[src/rtl/timer_pkg.sv]
// Shared types and constants for the countdown timer bank.
package timer_pkg;

  typedef enum logic [1:0] {
    IDLE,
    RUN,
    PAUSED,
    EXPIRED
  } timer_state_t;

  typedef enum logic [2:0] {
    CMD_NONE,
    CMD_CLEAR,
    CMD_LOAD,
    CMD_START,
    CMD_PAUSE
  } timer_cmd_t;

  localparam int SEC_MAX = 59;

endpackage

[src/rtl/countdown_channel.sv]
// One MM:SS countdown channel: command execution, 1 Hz countdown, expiry and alarm latch.
//
// state   | meaning
// --------+--------------------------------------------------------------
// IDLE    | loaded or cleared, not counting
// RUN     | counting down one second per clk1hz edge
// PAUSED  | counting suspended, value held
// EXPIRED | one-shot expiry reached, holding 00:00 until load/start/clear
module countdown_channel
  import timer_pkg::*;
#(
  parameter int MIN_W   = 7,
  parameter int SEC_W   = 6,
  parameter int MAX_MIN = 99
) (
  input  logic               clk1hz,
  input  logic               reset,
  input  timer_cmd_t         cmd,
  input  logic [MIN_W-1:0]   new_min,
  input  logic [SEC_W-1:0]   new_sec,
  input  logic               auto_reload,
  input  logic               alarm_ack,
  output timer_state_t       state,
  output logic [MIN_W-1:0]   cur_min,
  output logic [SEC_W-1:0]   cur_sec,
  output logic               expired,
  output logic               alarm_pulse,
  output logic               reject
);

  timer_state_t       state_n;
  logic [MIN_W-1:0]   cur_min_n, rld_min, rld_min_n;
  logic [SEC_W-1:0]   cur_sec_n, rld_sec, rld_sec_n;
  logic               expired_n, alarm_pulse_n;
  logic               cur_zero, rld_zero, load_bad;

  assign cur_zero = (cur_min == '0) && (cur_sec == '0);
  assign rld_zero = (rld_min == '0) && (rld_sec == '0);
  assign load_bad = (new_sec > SEC_W'(SEC_MAX)) || (new_min > MIN_W'(MAX_MIN));

  // State and value registers; reset returns the channel to IDLE at 00:00.
  always_ff @(posedge clk1hz) begin
    if (reset) begin
      state       <= IDLE;
      cur_min     <= '0;
      cur_sec     <= '0;
      rld_min     <= '0;
      rld_sec     <= '0;
      expired     <= 1'b0;
      alarm_pulse <= 1'b0;
    end else begin
      state       <= state_n;
      cur_min     <= cur_min_n;
      cur_sec     <= cur_sec_n;
      rld_min     <= rld_min_n;
      rld_sec     <= rld_sec_n;
      expired     <= expired_n;
      alarm_pulse <= alarm_pulse_n;
    end
  end

  // Next-state: any command on this channel replaces the countdown step for that cycle.
  always_comb begin
    state_n       = state;
    cur_min_n     = cur_min;
    cur_sec_n     = cur_sec;
    rld_min_n     = rld_min;
    rld_sec_n     = rld_sec;
    expired_n     = expired;
    alarm_pulse_n = 1'b0;
    reject        = 1'b0;

    // Ack first so a same-cycle expiry below sets the flag again.
    if (alarm_ack) expired_n = 1'b0;

    case (cmd)
      CMD_CLEAR: begin
        state_n   = IDLE;
        cur_min_n = '0;
        cur_sec_n = '0;
        rld_min_n = '0;
        rld_sec_n = '0;
        expired_n = 1'b0;
      end
      CMD_LOAD: begin
        if (load_bad || (state == RUN)) begin
          reject = 1'b1;
        end else begin
          state_n   = IDLE;
          cur_min_n = new_min;
          cur_sec_n = new_sec;
          rld_min_n = new_min;
          rld_sec_n = new_sec;
          expired_n = 1'b0;
        end
      end
      CMD_START: begin
        case (state)
          IDLE, PAUSED: begin
            if (cur_zero) reject = 1'b1;
            else          state_n = RUN;
          end
          EXPIRED: begin
            if (rld_zero) begin
              reject = 1'b1;
            end else begin
              state_n   = RUN;
              cur_min_n = rld_min;
              cur_sec_n = rld_sec;
              expired_n = 1'b0;
            end
          end
          default: ;
        endcase
      end
      CMD_PAUSE: begin
        if (state == RUN) state_n = PAUSED;
      end
      default: begin
        if (state == RUN) begin
          if (cur_sec != '0) begin
            cur_sec_n = cur_sec - SEC_W'(1);
          end else if (cur_min != '0) begin
            cur_min_n = cur_min - MIN_W'(1);
            cur_sec_n = SEC_W'(SEC_MAX);
          end else begin
            // 00:00 has been shown for one cycle; expire now.
            alarm_pulse_n = 1'b1;
            expired_n     = 1'b1;
            if (auto_reload) begin
              cur_min_n = rld_min;
              cur_sec_n = rld_sec;
            end else begin
              state_n = EXPIRED;
            end
          end
        end
      end
    endcase
  end

endmodule

[src/rtl/countdown_timer_bank.sv]
// Bank of independent MM:SS countdown timers with shared command strobes.
module countdown_timer_bank
  import timer_pkg::*;
#(
  parameter int NUM_CH  = 4,
  parameter int MIN_W   = 7,
  parameter int MAX_MIN = 99,
  parameter int SEC_W   = 6,
  parameter int CH_W    = (NUM_CH > 1) ? $clog2(NUM_CH) : 1
) (
  input  logic                    clk1hz,
  input  logic                    reset,
  input  logic [CH_W-1:0]         ch_sel,
  input  logic                    load,
  input  logic [MIN_W-1:0]        new_min,
  input  logic [SEC_W-1:0]        new_sec,
  input  logic                    start,
  input  logic                    pause,
  input  logic                    clear,
  input  logic [NUM_CH-1:0]       auto_reload,
  input  logic [NUM_CH-1:0]       alarm_ack,
  output logic                    cmd_err,
  output logic [NUM_CH-1:0]       running,
  output logic [NUM_CH-1:0]       expired,
  output logic [NUM_CH-1:0]       alarm_pulse,
  output logic [NUM_CH*MIN_W-1:0] min_out,
  output logic [NUM_CH*SEC_W-1:0] sec_out
);

  timer_cmd_t        cmd_sel;
  logic              any_strobe;
  logic              sel_bad;
  logic [NUM_CH-1:0] ch_reject;

  assign any_strobe = clear | load | start | pause;
  assign sel_bad    = ({1'b0, ch_sel} >= (CH_W+1)'(NUM_CH));

  // Strobe priority decode: clear > load > start > pause.
  always_comb begin
    cmd_sel = CMD_NONE;
    if (clear)      cmd_sel = CMD_CLEAR;
    else if (load)  cmd_sel = CMD_LOAD;
    else if (start) cmd_sel = CMD_START;
    else if (pause) cmd_sel = CMD_PAUSE;
  end

  for (genvar i = 0; i < NUM_CH; i++) begin : g_ch
    timer_cmd_t   ch_cmd;
    timer_state_t ch_state;

    assign ch_cmd = (!sel_bad && (ch_sel == CH_W'(i))) ? cmd_sel : CMD_NONE;

    countdown_channel #(
      .MIN_W   (MIN_W),
      .SEC_W   (SEC_W),
      .MAX_MIN (MAX_MIN)
    ) u_ch (
      .clk1hz      (clk1hz),
      .reset       (reset),
      .cmd         (ch_cmd),
      .new_min     (new_min),
      .new_sec     (new_sec),
      .auto_reload (auto_reload[i]),
      .alarm_ack   (alarm_ack[i]),
      .state       (ch_state),
      .cur_min     (min_out[i*MIN_W +: MIN_W]),
      .cur_sec     (sec_out[i*SEC_W +: SEC_W]),
      .expired     (expired[i]),
      .alarm_pulse (alarm_pulse[i]),
      .reject      (ch_reject[i])
    );

    assign running[i] = (ch_state == RUN);
  end

  // One-cycle error pulse for a rejected command or an out-of-range channel.
  always_ff @(posedge clk1hz) begin
    if (reset) cmd_err <= 1'b0;
    else       cmd_err <= (any_strobe && sel_bad) || (|ch_reject);
  end

endmodule

[config.mk]
export PLATFORM = sky130hd
export DESIGN_NAME = countdown_timer_bank
export DESIGN_NICKNAME = d
export VERILOG_FILES = /design/src/rtl/timer_pkg.sv /design/src/rtl/countdown_channel.sv /design/src/rtl/countdown_timer_bank.sv
export SDC_FILE = /design/constraint.sdc
export NUM_CORES = 1
export LEC_CHECK = 0
export BUFFER_PORTS_ARGS = -buffer_cell sky130_fd_sc_hd__buf_4
export CAP_MARGIN = 20
export CORE_MARGIN = 3
export CORE_UTILIZATION = 59
export DETAILED_ROUTE_END_ITERATION = 8
export MAX_ROUTING_LAYER = met4
export PLACE_DENSITY = 0.91
export REMOVE_ABC_BUFFERS = 1
export SLEW_MARGIN = 20
export SYNTH_ARGS = -nofsm -noshare
export SYNTH_HDL_FRONTEND = slang
export SYNTH_SLANG_ARGS = --single-unit
export TNS_END_PERCENT = 30
[constraint.sdc]
create_clock -name clk1hz -period 2.7 [get_ports clk1hz]
set_input_delay 0.27 -clock clk1hz [delete_from_list [all_inputs] [get_ports clk1hz]]
set_output_delay 0.27 -clock clk1hz [all_outputs]
set_load 0.005 [all_outputs]
==> metrics.log <==
[metrics] post-place instance area: about 8100 um^2
[metrics] total chip power: 6.22 mW
[metrics] std cell rows: 39
[metrics] dominant cell by count in the synthesized netlist: dfxtp_1
[metrics] routability cong.: around 1
[metrics] cell depth of the worst min-delay path: 3
[metrics] number of antenna violations at the first check in global routing: 0
[metrics] setup clock skew after layout: 0.00662 ns
[metrics] number of filler cells placed in the layout: 891
[metrics] number of DRC markers after the initial detailed-route iteration: 1,232
[metrics] synthesized netlist cell count: 938
[metrics] Yosys Warn Count: 0
[metrics] area delta synth->final: 19.8%
[metrics] worst slew slack as a fraction of its limit: around 51%
[metrics] leakage power figure: 3.25 nW
[metrics] count of clock tree sinks: ~120
[metrics] ANT nets after route: 0
[metrics] clock latency on the worst-skew pair: 0.43 ns
[metrics] pin count of the biggest net entering global routing: 38
[metrics] start-to-end type of the worst setup path: flop to flop
[metrics] shortest period the worst path allows: 2.50 ns
[metrics] H-tree lvl count: 4
[metrics] Pwr per Cell Area: 714 nW/um^2
[metrics] number of cells on the worst reg-to-reg path: 9
[metrics] post-synthesis area per instance: 7.75 um^2
[metrics] number of setup violations in the final report: 0
[metrics] combined area of all synthesized cells: 7270 um^2
[metrics] endpoint required time on the critical path: 3.00 ns
[metrics] grt total ovfl: 0
[metrics] Die Height: 117 um
[metrics] number of cells upsized or downsized after cts: 0
[metrics] vias in the first global route: 7,353
[metrics] max capacitance violation total: 0
[metrics] layout cell share with drive strength beyond 1: a little under a fifth
[metrics] Netlist cell types: 77
[metrics] first-pass GRT wire length: 37,200 um
[metrics] number of nets at the end of the flow: 1,055
[metrics] DRT Pass-1 Iters: 9
[metrics] detailed-route DRC error count: 0
[metrics] HPWL after detailed placement: 15,400 um
[metrics] post-synthesis sequential area ratio: between 30% and 40%
[metrics] maximum ir drop on the vdd rail: 0.566 mV
[metrics] # IOs: 94
[metrics] total of flip-flops plus latches after synthesis: 121
[metrics] kind of end point of the critical path: flop
[metrics] number of max-slew violations in the final report: 0
[metrics] Final Hold Vio Count: 0
[metrics] pin slew with the least headroom to its limit: about 0.73 ns
[metrics] total core area: 11,700 um^2
[metrics] ranking of synthesized cells by area: dfxtp_1, a21oi_1, nor2_1
[metrics] I/O Buffers: 93
[metrics] highest clock frequency the design can meet: 400 MHz
[metrics] number of vias in the routed layout: approximately 8,000
[metrics] most instantiated cells after synthesis: dfxtp_1, nor2_1, nand2_1
[metrics] most used flip-flop cell after synthesis: dfxtp_1
[metrics] final worst hold slack: 0.163 ns
[metrics] floorplan die area: 13,700 um^2
[metrics] biggest area consumer among synthesized cells: dfxtp_1
[metrics] Async S/R FF share, synth: 0%
[metrics] vias per cell: 6.83
[metrics] post-route clock period utilization: between 90 and 100%
[metrics] WL/cell: between 15 and 20 um
[metrics] unrepaired setup endpoints after global routing: false
[metrics] number of CTS-inserted buffers: 17
[metrics] count of flip-flops with a built-in enable after synthesis: 0
[metrics] number of buffers on the longest clock path: 2
[metrics] clk root buf: clkbuf_16
[metrics] die extent in x: 117 um
[metrics] Clock transition at path regs: 0.05 ns
[metrics] largest driver fanout on the critical path: 13
[metrics] area share of the largest cell type after synthesis: 33.3%
[metrics] Hold WC Path Type: input pin to flop
[metrics] Starting Density: 62.0%
[metrics] kind of start point of the critical path: flop
[metrics] TritonCTS clock tree: yes
[metrics] antenna fix cells: 0
[metrics] arrival time worst endpoint: 2.80 ns
[metrics] total non-filler cell area in the finished layout: about 8700 um^2
[metrics] gr usage total: 35.5%
[metrics] total wirelength of the detailed-routed design: 23,300 um
[metrics] number of buffers inserted for hold repair after clock tree synthesis: 0
[metrics] result of the run: complete, no violations
-- registers in the layout, summed over array words and instances (netlist names) --
name                   flops
g_ch.u_ch.rld_sec         24
cmd_err                    1
g_ch.u_ch.rld_min         28
g_ch.u_ch.state            8
g_ch.u_ch.cur_sec         24
g_ch.u_ch.expired          4
g_ch.u_ch.cur_min         28
g_ch.u_ch.alarm_pulse      4
-- worst max-delay path, stage by stage (launching register included) --
cell	delay, ns
dfxtp_1	0.41
inv_1	0.07
ha_1	0.24
nor4b_1	0.16
buf_4	0.15
nand2_1	0.14
o2111ai_1	0.19
a211oi_4	0.66
and3_2	0.31
nor3_1	0.04
-- placed cells by master (no fill, tap or decap), types with 5 or more instances in the layout --
master | Yosys | final
buf_4 | 12 | 125
dfxtp_1 | 121 | 121
nor2_1 | 110 | 110
nand2_1 | 97 | 97
a21oi_1 | 89 | 89
nand3_1 | 61 | 61
o21ai_0 | 34 | 34
inv_1 | 31 | 31
a211oi_1 | 30 | 30
a221oi_1 | 27 | 27
nor3_1 | 24 | 24
a31oi_1 | 18 | 18
clkbuf_16 | 0 | 17
nor4_1 | 16 | 16
xnor2_1 | 14 | 14
a311oi_1 | 13 | 13
ha_1 | 13 | 13
a22oi_1 | 11 | 11
nand4_1 | 10 | 10
a222oi_1 | 10 | 10
o31ai_1 | 9 | 9
nor2b_1 | 8 | 8
xor2_1 | 8 | 8
o21a_1 | 7 | 7
nand2b_1 | 6 | 6
o211ai_1 | 6 | 6
nor3b_1 | 5 | 5
and3_1 | 5 | 5
clkinv_2 | 0 | 5
-- where the power goes --
part	internal [mW]	total (mW)	leakage [nW]	switching (mW)
clock	1.45	2.28	0.290	0.829
combinational	0.809	1.87	1.97	1.06
sequential	1.90	2.07	0.985	0.172
total	4.16	6.22	3.25	2.06
-- path summary, 6_finish.rpt --
path / endpoint / start / slack, ns
worst max register to register: g_ch[1].u_ch.cur_min[4] / g_ch[1].u_ch.cur_min[0] / 0.20
worst min-delay path: g_ch[0].u_ch.expired / alarm_ack[0] / 0.16
worst max-delay path: g_ch[1].u_ch.cur_min[4] / g_ch[1].u_ch.cur_min[0] / 0.20
worst min register to register: g_ch[2].u_ch.rld_min[0] / g_ch[2].u_ch.rld_min[0] / 0.47
-- area by class of cell --
type / count / area [um^2] / share of cell area (%)
clock inverter: 8 / 92.6 / 1.06
timing repair buffer: 127 / 978 / 11.2
clock buffer: 24 / 492 / 5.65
sequential: 121 / 2420 / 27.8
tap: 143 / 179 / 2.06
inverter: 31 / 116 / 1.34
multi-input combinational: 715 / 4420 / 50.8
-- cells by family (layout without fill, tap and decap cells) --
family | after synthesis | after routing | synth area share (%)
buf+inv | 102 | 190 | 6.39
compound gates | 299 | 299 | 29.1
flops | 121 | 121 | 33.3
mux | 5 | 5 | 0.706
simple gates | 376 | 376 | 25.6
fa+ha+maj | 13 | 13 | 2.24
xor+xnor | 22 | 22 | 2.65
-- repair_timing --
item                       CTS  global route
setup endpoints to repair    0             7
buffers inserted             0             1
hold endpoints to repair     0             0
-- through the flow --
step	setup TNS [ns]	std cells	setup WS (ns)	utilization (%)
global placement	0	1136	0.237	69.0
global route	0	1169	0.00877	74.3
finish	0	1169	0.198	74.3
detailed placement	0	1136	0.117	69.0
CTS	0	1168	0.0593	74.0
floorplan	-19.51	867	-0.664	-
-- metal layers --
metal | track usage, % | vias up | wire length, um
li1 | - | 3645 | -
met1 | 46.1 | 3680 | 9070
met2 | 52.5 | 569 | 10300
met3 | 9.87 | 92 | 2990
met4 | 14.3 | 0 | 864
met5 | - | - | 0
Note: power is estimated with default switching activity, not from simulation.
